$ cat config.mk
export PLATFORM = sky130hd
export DESIGN_NAME = mem_access_ctrl
export DESIGN_NICKNAME = d
export VERILOG_FILES = /design/src/rtl/mem_access_ctrl.sv
export SDC_FILE = /design/constraint.sdc
export NUM_CORES = 1
export LEC_CHECK = 0
export CAP_MARGIN = 20
export CORE_ASPECT_RATIO = 1.1
export CORE_UTILIZATION = 25
export CTS_CLUSTER_DIAMETER = 150
export DETAILED_ROUTE_END_ITERATION = 6
export GPL_ROUTABILITY_DRIVEN = 1
export HOLD_SLACK_MARGIN = 0.02
export PLACE_DENSITY = 0.61
export SETUP_SLACK_MARGIN = 0.1
export SLEW_MARGIN = 30
export SYNTH_ARGS = -nofsm -noshare
export SYNTH_HDL_FRONTEND = slang
export SYNTH_SLANG_ARGS = --single-unit
$ cat constraint.sdc
create_clock -name clk -period 3.1 [get_ports clk]
set_input_delay 0.93 -clock clk [delete_from_list [all_inputs] [get_ports clk]]
set_output_delay 0.93 -clock clk [all_outputs]
set_load 0.01 [all_outputs]
$ cat src/rtl/mem_access_ctrl.sv
// mem_access_ctrl: data-memory initiator for byte/half/word load and store.
// Sub-word stores are done as read-modify-write of the full word.
//
// Ports:
//   clk, rst           clock, synchronous active-high reset
//   req_*              request handshake (valid/ready) and payload
//   resp_valid/rdata/err  one-cycle completion pulse with result
//   MemRead/MemWrite/addr/write_data/read_data  word-addressed memory port
//   load_count/store_count  saturating 16-bit completion counters, present
//                      only when MEM_ACCESS_CTRL_PERF_EN is defined
module mem_access_ctrl #(
  parameter int MEM_WORDS = 64,
  parameter int WIDX_W    = 6
) (
  input  logic        clk,
  input  logic        rst,
  input  logic        req_valid,
  output logic        req_ready,
  input  logic        req_write,
  input  logic [1:0]  req_size,
  input  logic        req_signed,
  input  logic [31:0] req_addr,
  input  logic [31:0] req_wdata,
  output logic        resp_valid,
  output logic [31:0] resp_rdata,
  output logic        resp_err,
  output logic        MemRead,
  output logic        MemWrite,
  output logic [31:0] addr,
  output logic [31:0] write_data,
  input  logic [31:0] read_data
`ifdef MEM_ACCESS_CTRL_PERF_EN
  ,
  output logic [15:0] load_count,
  output logic [15:0] store_count
`endif
);

  typedef enum logic [2:0] {
    IDLE,
    RD,
    RMW_RD,
    WR,
    RESP
  } state_e;

  localparam logic [WIDX_W:0] LIM = (WIDX_W + 1)'(MEM_WORDS);

  state_e      state_q, state_d;
  logic        wr_q, wr_d;
  logic [1:0]  size_q, size_d;
  logic        sgn_q, sgn_d;
  logic [1:0]  off_q, off_d;
  logic [15:0] wdat_q, wdat_d;
  logic [31:0] addr_q, addr_d;
  logic [31:0] wd_q, wd_d;
  logic [31:0] rdata_q, rdata_d;
  logic        err_q, err_d;

  logic        oor;
  logic        misalign;
  logic        req_err;
  logic [7:0]  lane_b;
  logic [15:0] lane_h;
  logic [31:0] ld_val;
  logic [31:0] mask;
  logic [31:0] lane_dat;
  logic [31:0] merged;

  // Out of range if any index bit above WIDX_W is set or the low
  // index bits reach MEM_WORDS.
  assign oor = (|req_addr[31:WIDX_W+2]) ||
               ({1'b0, req_addr[WIDX_W+1:2]} >= LIM);

  assign misalign = (req_size == 2'b01 && req_addr[0]) ||
                    (req_size == 2'b10 && req_addr[1:0] != 2'b00);

  assign req_err = (req_size == 2'b11) || misalign || oor;

  always_comb begin
    lane_b = read_data[7:0];
    unique case (off_q)
      2'd0: lane_b = read_data[7:0];
      2'd1: lane_b = read_data[15:8];
      2'd2: lane_b = read_data[23:16];
      2'd3: lane_b = read_data[31:24];
    endcase
  end

  assign lane_h = off_q[1] ? read_data[31:16] : read_data[15:0];

  always_comb begin
    ld_val = read_data;
    case (size_q)
      2'b00:   ld_val = {{24{sgn_q & lane_b[7]}}, lane_b};
      2'b01:   ld_val = {{16{sgn_q & lane_h[15]}}, lane_h};
      default: ld_val = read_data;
    endcase
  end

  // Store data is replicated across all lanes; the mask picks the lane.
  always_comb begin
    if (size_q == 2'b00) begin
      mask     = 32'h0000_00FF << {off_q, 3'b000};
      lane_dat = {4{wdat_q[7:0]}};
    end else begin
      mask     = off_q[1] ? 32'hFFFF_0000 : 32'h0000_FFFF;
      lane_dat = {2{wdat_q}};
    end
  end

  assign merged = (read_data & ~mask) | (lane_dat & mask);

  always_comb begin
    state_d = state_q;
    wr_d    = wr_q;
    size_d  = size_q;
    sgn_d   = sgn_q;
    off_d   = off_q;
    wdat_d  = wdat_q;
    addr_d  = addr_q;
    wd_d    = wd_q;
    rdata_d = rdata_q;
    err_d   = err_q;
    unique case (state_q)
      IDLE: begin
        if (req_valid) begin
          wr_d    = req_write;
          size_d  = req_size;
          sgn_d   = req_signed;
          off_d   = req_addr[1:0];
          wdat_d  = req_wdata[15:0];
          rdata_d = 32'h0;
          err_d   = req_err;
          if (req_err) begin
            state_d = RESP;
          end else begin
            addr_d = {2'b00, req_addr[31:2]};
            if (!req_write) begin
              state_d = RD;
            end else if (req_size == 2'b10) begin
              wd_d    = req_wdata;
              state_d = WR;
            end else begin
              state_d = RMW_RD;
            end
          end
        end
      end
      RD: begin
        rdata_d = ld_val;
        state_d = RESP;
      end
      RMW_RD: begin
        wd_d    = merged;
        state_d = WR;
      end
      WR:      state_d = RESP;
      RESP:    state_d = IDLE;
      default: state_d = IDLE;
    endcase
  end

  always_ff @(posedge clk) begin
    if (rst) begin
      state_q <= IDLE;
      wr_q    <= 1'b0;
      size_q  <= 2'b00;
      sgn_q   <= 1'b0;
      off_q   <= 2'b00;
      wdat_q  <= 16'h0;
      addr_q  <= 32'h0;
      wd_q    <= 32'h0;
      rdata_q <= 32'h0;
      err_q   <= 1'b0;
    end else begin
      state_q <= state_d;
      wr_q    <= wr_d;
      size_q  <= size_d;
      sgn_q   <= sgn_d;
      off_q   <= off_d;
      wdat_q  <= wdat_d;
      addr_q  <= addr_d;
      wd_q    <= wd_d;
      rdata_q <= rdata_d;
      err_q   <= err_d;
    end
  end

  assign req_ready  = (state_q == IDLE);
  assign resp_valid = (state_q == RESP);
  assign resp_rdata = resp_valid ? rdata_q : 32'h0;
  assign resp_err   = resp_valid & err_q;
  // Strobes gated by rst so a reset mid-operation never writes memory.
  assign MemRead    = !rst && (state_q == RD || state_q == RMW_RD);
  assign MemWrite   = !rst && (state_q == WR);
  assign addr       = addr_q;
  assign write_data = wd_q;

`ifdef MEM_ACCESS_CTRL_PERF_EN
  logic [15:0] ld_cnt_q, ld_cnt_d;
  logic [15:0] st_cnt_q, st_cnt_d;

  always_comb begin
    ld_cnt_d = ld_cnt_q;
    st_cnt_d = st_cnt_q;
    if (state_q == RESP && !err_q) begin
      if (wr_q && st_cnt_q != 16'hFFFF) st_cnt_d = st_cnt_q + 16'd1;
      if (!wr_q && ld_cnt_q != 16'hFFFF) ld_cnt_d = ld_cnt_q + 16'd1;
    end
  end

  always_ff @(posedge clk) begin
    if (rst) begin
      ld_cnt_q <= 16'h0;
      st_cnt_q <= 16'h0;
    end else begin
      ld_cnt_q <= ld_cnt_d;
      st_cnt_q <= st_cnt_d;
    end
  end

  assign load_count  = ld_cnt_q;
  assign store_count = st_cnt_q;
`endif

endmodule

# Word-level counts from Yosys, hierarchy flattened
# Cells that the tools add are included.
[totals]
input_bits = 103
word_cells = 73
ff_bits = 119
out_inout_bits = 101
[classes]
n_reduce_logical = 21
n_mux = 19
bitwise = 8
n_eq_ne = 15
shifts = 1
[ops]
columns = ["op", "n"]
rows = [
  ["$mux W32", 9],
  ["$pmux W32 S2", 3],
  ["$and A32 B32 Y32", 2],
  ["$not A32 Y32", 1],
  ["$or A32 B32 Y32", 1],
  ["$pmux W8 S4", 1],
  ["$shl A8 B5 Y32 const A", 1],
  ["$reduce_or A24 Y1", 1],
  ["$mux W16", 1],
  ["$pmux W3 S3", 1],
  ["$eq A2 B2 Y1 const B", 4],
  ["$eq A2 B1 Y1 const B", 3],
  ["$eq A3 B2 Y1 const B", 2],
  ["$mux W3", 2],
  ["$reduce_bool A2 Y1", 3],
  ["$reduce_and A5 Y1", 1],
  ["$logic_and A1 B1 Y1", 4],
  ["$logic_not A2 Y1", 2],
  ["$logic_or A1 B1 Y1", 4],
  ["$ne A2 B1 Y1 const B", 2],
  ["$ne A2 B2 Y1 const B", 2],
  ["$reduce_and A2 Y1", 2],
  ["$and A1 B1 Y1", 3],
  ["$eq A3 B1 Y1 const B", 1],
  ["8 further kinds", 8],
]

# Logic depth before layout (Yosys ltp)
[logic_depth]
word_depth = 8
depth_mapped = 7
ltp_nobuf = 5

# Least setup slack after synthesis
# No wires, ideal clock.
[synth_timing]
kind = "input -> output"
start = "input rst"
end = "output MemWrite"
slack_ns = 0.298
path_stages = 4
arrival_ns = 1.872
path_buffers = 3
required_ns = 2.170
path_cell_list = "clkbuf_1 clkbuf_1 clkbuf_1 nor3_1"
[synth_between]
elab_chain_len = 2
[synth_lines]
columns = ["item", "line_no", "source"]
rows = [
  ["start: declaration", "16", "input logic rst,"],
  ["$logic_not A1 Y1", "196", "assign MemWrite = !rst && (state_q == WR);"],
  ["$logic_and A1 B1 Y1", "196", ""],
  ["end: declaration", "28", "output logic MemWrite,"],
]
# Every way passes these cells.

# Final worst setup path
[layout_timing]
start = "register state_q[2]"
end = "output resp_rdata[3]"
[layout_between]
elab_chain_len = 2
[layout_lines]
columns = ["item", "line_no", "source"]
rows = [
  ["start: declaration", "49", "state_e state_q, state_d;"],
  ["start signal: assignment", "177", "state_q <= state_d;"],
  ["$eq A3 B3 Y1", "191", "assign resp_valid = (state_q == RESP);"],
  ["$mux W32", "192", "assign resp_rdata = resp_valid ? rdata_q : 32'h0;"],
  ["end: declaration", "25", "output logic [31:0] resp_rdata,"],
]
# Every way passes these cells.

==> results.ini <==
[global_routing]
grt_max_degree=88
antenna_found_initial=2
grt-ovfl-total=0
track_usage_pct=17.3
grt_pass1_vias=5491
grt_pass1_wl_mm=30.9

[logic_synthesis]
synth_edf_count=0
ys_ff_latch=119
ys_types=47
yosys_warnings=0
synth_area_sq_um=5690
syn_avg_cell_area_sq_um=8.28
synth-seq-area-share_pct=41.9
syn_inst=687
ys.flop_type=dfxtp_1
async_reset_ff_share_pct=0

[sta]
rsz0062_at_grt=no
setup_tns_ps=0
setup_viol=0
fin_crit_sh_pct=94.6
clock-skew-final_ps=9.94
worst_pin_slew_ps=914
final_hold_viol_count=0
relSlewSlack_pct=39.1
max_freq_ghz=0.341
period_needed_ps=2930
maxSlewViolCount=0

[critical_path]
cpMaxStageDelayCell=clkdlybuf4s50_1
cp.arrival_ps=2000
crit_path_cell_trace=nor3b_4, buf_12, buf_12, and2_1, clkdlybuf4s50_1
cp.required_ps=2170
cpPeakStageDelay_ps=550
critPathKind=flip-flop to output port
end_kind=output port
crit_path_max_fanout=17
cp_common_cell=buf_12
startpoint_type=flip-flop

[cts]
cts_tree=yes
cts_root_buffer=clkbuf_16
cts_buffer_depth=2
clkTransAtPathRegs_ps=60
clkLatencyLatePin_ps=420
numClockSinks=119
cts_max_level=4
numCtsBuffers=17

[drt]
vias=5588
dr.pass1.iters=5
drt_iter0_drc=336
drc=0
viasPerCell=4.71
drt_wl_total_mm=20.1
wl_per_cell_um=16.9
ant_nets=0

[placed_design]
placed_area_sq_um=8040
gp_congestion=0.813
port_buffers=201
hpwl_mm=14.8

[pwr]
vdd_drop_max_v=0.000406
p_comb_share_pct=11.4
p_int_mw=3.23
pwr-share-clk_pct=51.0
p_sw_mw=0.979
total_power_mw=4.21
p_leak_nw=3.59
p_sw_share_pct=23.3
sequentialPowerShare_pct=37.5
cellPowerDensity_nw_per_um2=479

[layout]
syn2layout_area_growth_pct=54.4
mostFrequentLayoutCells=clkdlybuf4s50_1, dfxtp_1, nand2_1, nor2_1, and2_1
fillers=2223
final_nets=981
layout_commonest_cell=clkdlybuf4s50_1
layout-drive-gt1-share_pct=8.08
postLayoutCellArea_sq_um=8780
final_util_pct=39.6

[floorplan]
start_util_pct=25.6
die_x_um=146
fp.dieArea_sq_um=23300
std_cell_rows=57
io-pin-count=204
coreArea_sq_um=22200
chipHeight_um=160

[run_status]
status=completed

[hold_path]
hp-class=flip-flop to flip-flop

[run]
drv_cap=0

[stage by stage]
| step | hold WS, ps | setup WS (ps) | std cells |
|---|---|---|---|
| 6_report | 448 | 167 | 1187 |
| 5_1_grt | 472 | 98.9 | 1186 |
| 4_1_cts | 451 | 81.6 | 1182 |
| 3_5_place_dp | 443 | -106 | 1150 |
| 3_3_place_gp | 440 | -45.3 | 1150 |
| 2_1_floorplan | 427 | 298 | 688 |
[power by group through the flow]
stage,Combinational [mW],Sequential [mW],Clock [mW]
2_1_floorplan,0.234,1.59,0
4_1_cts,0.470,1.58,2.19
3_3_place_gp,0.464,1.61,0
5_1_grt,0.527,1.58,2.27
3_5_place_dp,0.467,1.61,0
6_report,0.481,1.58,2.15
[final cells by class]
class	instances	area [sq um]	share of cell area [%]
flip-flops and latches	119	2390	27.2
clock buffers	23	458	5.22
repair buffers	225	2270	25.9
inverters	12	45.0	0.513
multi-input cells	503	3070	35.0
well taps	295	369	4.21
diodes	1	2.50	0.0285
clock inverters	9	173	1.97
[synthesized netlist by cell type, types with 3 or more instances]
| cell | n | share of area, % |
|---|---|---|
| inv_1 | 11 | 0.73 |
| nor4_1 | 6 | 0.66 |
| nand2b_1 | 26 | 2.9 |
| a32o_1 | 8 | 1.4 |
| o21ai_0 | 33 | 2.9 |
| a21o_1 | 17 | 2.2 |
| mux2i_1 | 29 | 5.1 |
| a22o_1 | 16 | 2.5 |
| and2_1 | 57 | 6.3 |
| nand2_1 | 94 | 6.2 |
| clkbuf_1 | 48 | 3.2 |
| a31oi_1 | 3 | 0.33 |
| nor3b_1 | 18 | 2.4 |
| nor3_1 | 6 | 0.53 |
| o22ai_1 | 5 | 0.55 |
| a221oi_1 | 4 | 0.62 |
| a21oi_1 | 45 | 4.0 |
| dfxtp_1 | 119 | 42 |
| a311oi_1 | 16 | 2.5 |
| a211oi_1 | 24 | 3.2 |
| nor2_1 | 62 | 4.1 |
| buf_2 | 3 | 0.26 |
| mux2_2 | 8 | 1.6 |
[per-layer routing]
metal  vias up  part of all wire, %  GRT usage, %
li1       2790                    -             -
met1      2569                   42          20.4
met2       194                   48          28.4
met3        33                  7.6          6.17
met4         2                  2.5          6.60
met5         -                0.065             0
[worst max-delay path: cells and delay by family, from the launching register on]
| family | cells | cell delay, ps |
|---|---|---|
| simple gates | 2 | 360 |
| buf+inv | 3 | 840 |
| flops | 1 | 390 |
[final timing paths]
kind,start,slack [ps],cells after the start,to
worst max-delay path,state_q[2]$_SDFFE_PP0P_,170,5,resp_rdata[3]
worst min-delay path,rdata_q[6]$_SDFFE_PP0P_,450,2,rdata_q[6]$_SDFFE_PP0P_
worst max register to register,size_q[0]$_SDFFE_PP0P_,800,5,write_data[23]$_SDFFE_PP0P_
worst min register to register,rdata_q[6]$_SDFFE_PP0P_,450,2,rdata_q[6]$_SDFFE_PP0P_
[sequential cells by signal, indices dropped and copies added, names as in the netlist, 2 cells and up]
register / flops
rdata_q: 32
addr: 30
state_q: 3
wdat_q: 16
write_data: 32
off_q: 2
size_q: 2
[cell families after synthesis]
group / Yosys count / share of synthesized area [%]
other: 1 / 0.0660
buffers and inverters: 66 / 4.56
muxes: 37 / 6.69
AOI/OAI and AO/OA: 184 / 22.3
DFF: 119 / 41.9
and+or+nand+nor: 280 / 24.5
[repair_timing]
item | CTS | global route
pin swaps | 0 | 1
hold endpoints to repair | 0 | 0
gates cloned | 0 | 1
endpoints found under the setup margin | 34 | 33
buffers inserted | 0 | 3
hold buffers | 0 | 0
resized for setup | 6 | 14
Power figures use the tool's default switching activity.
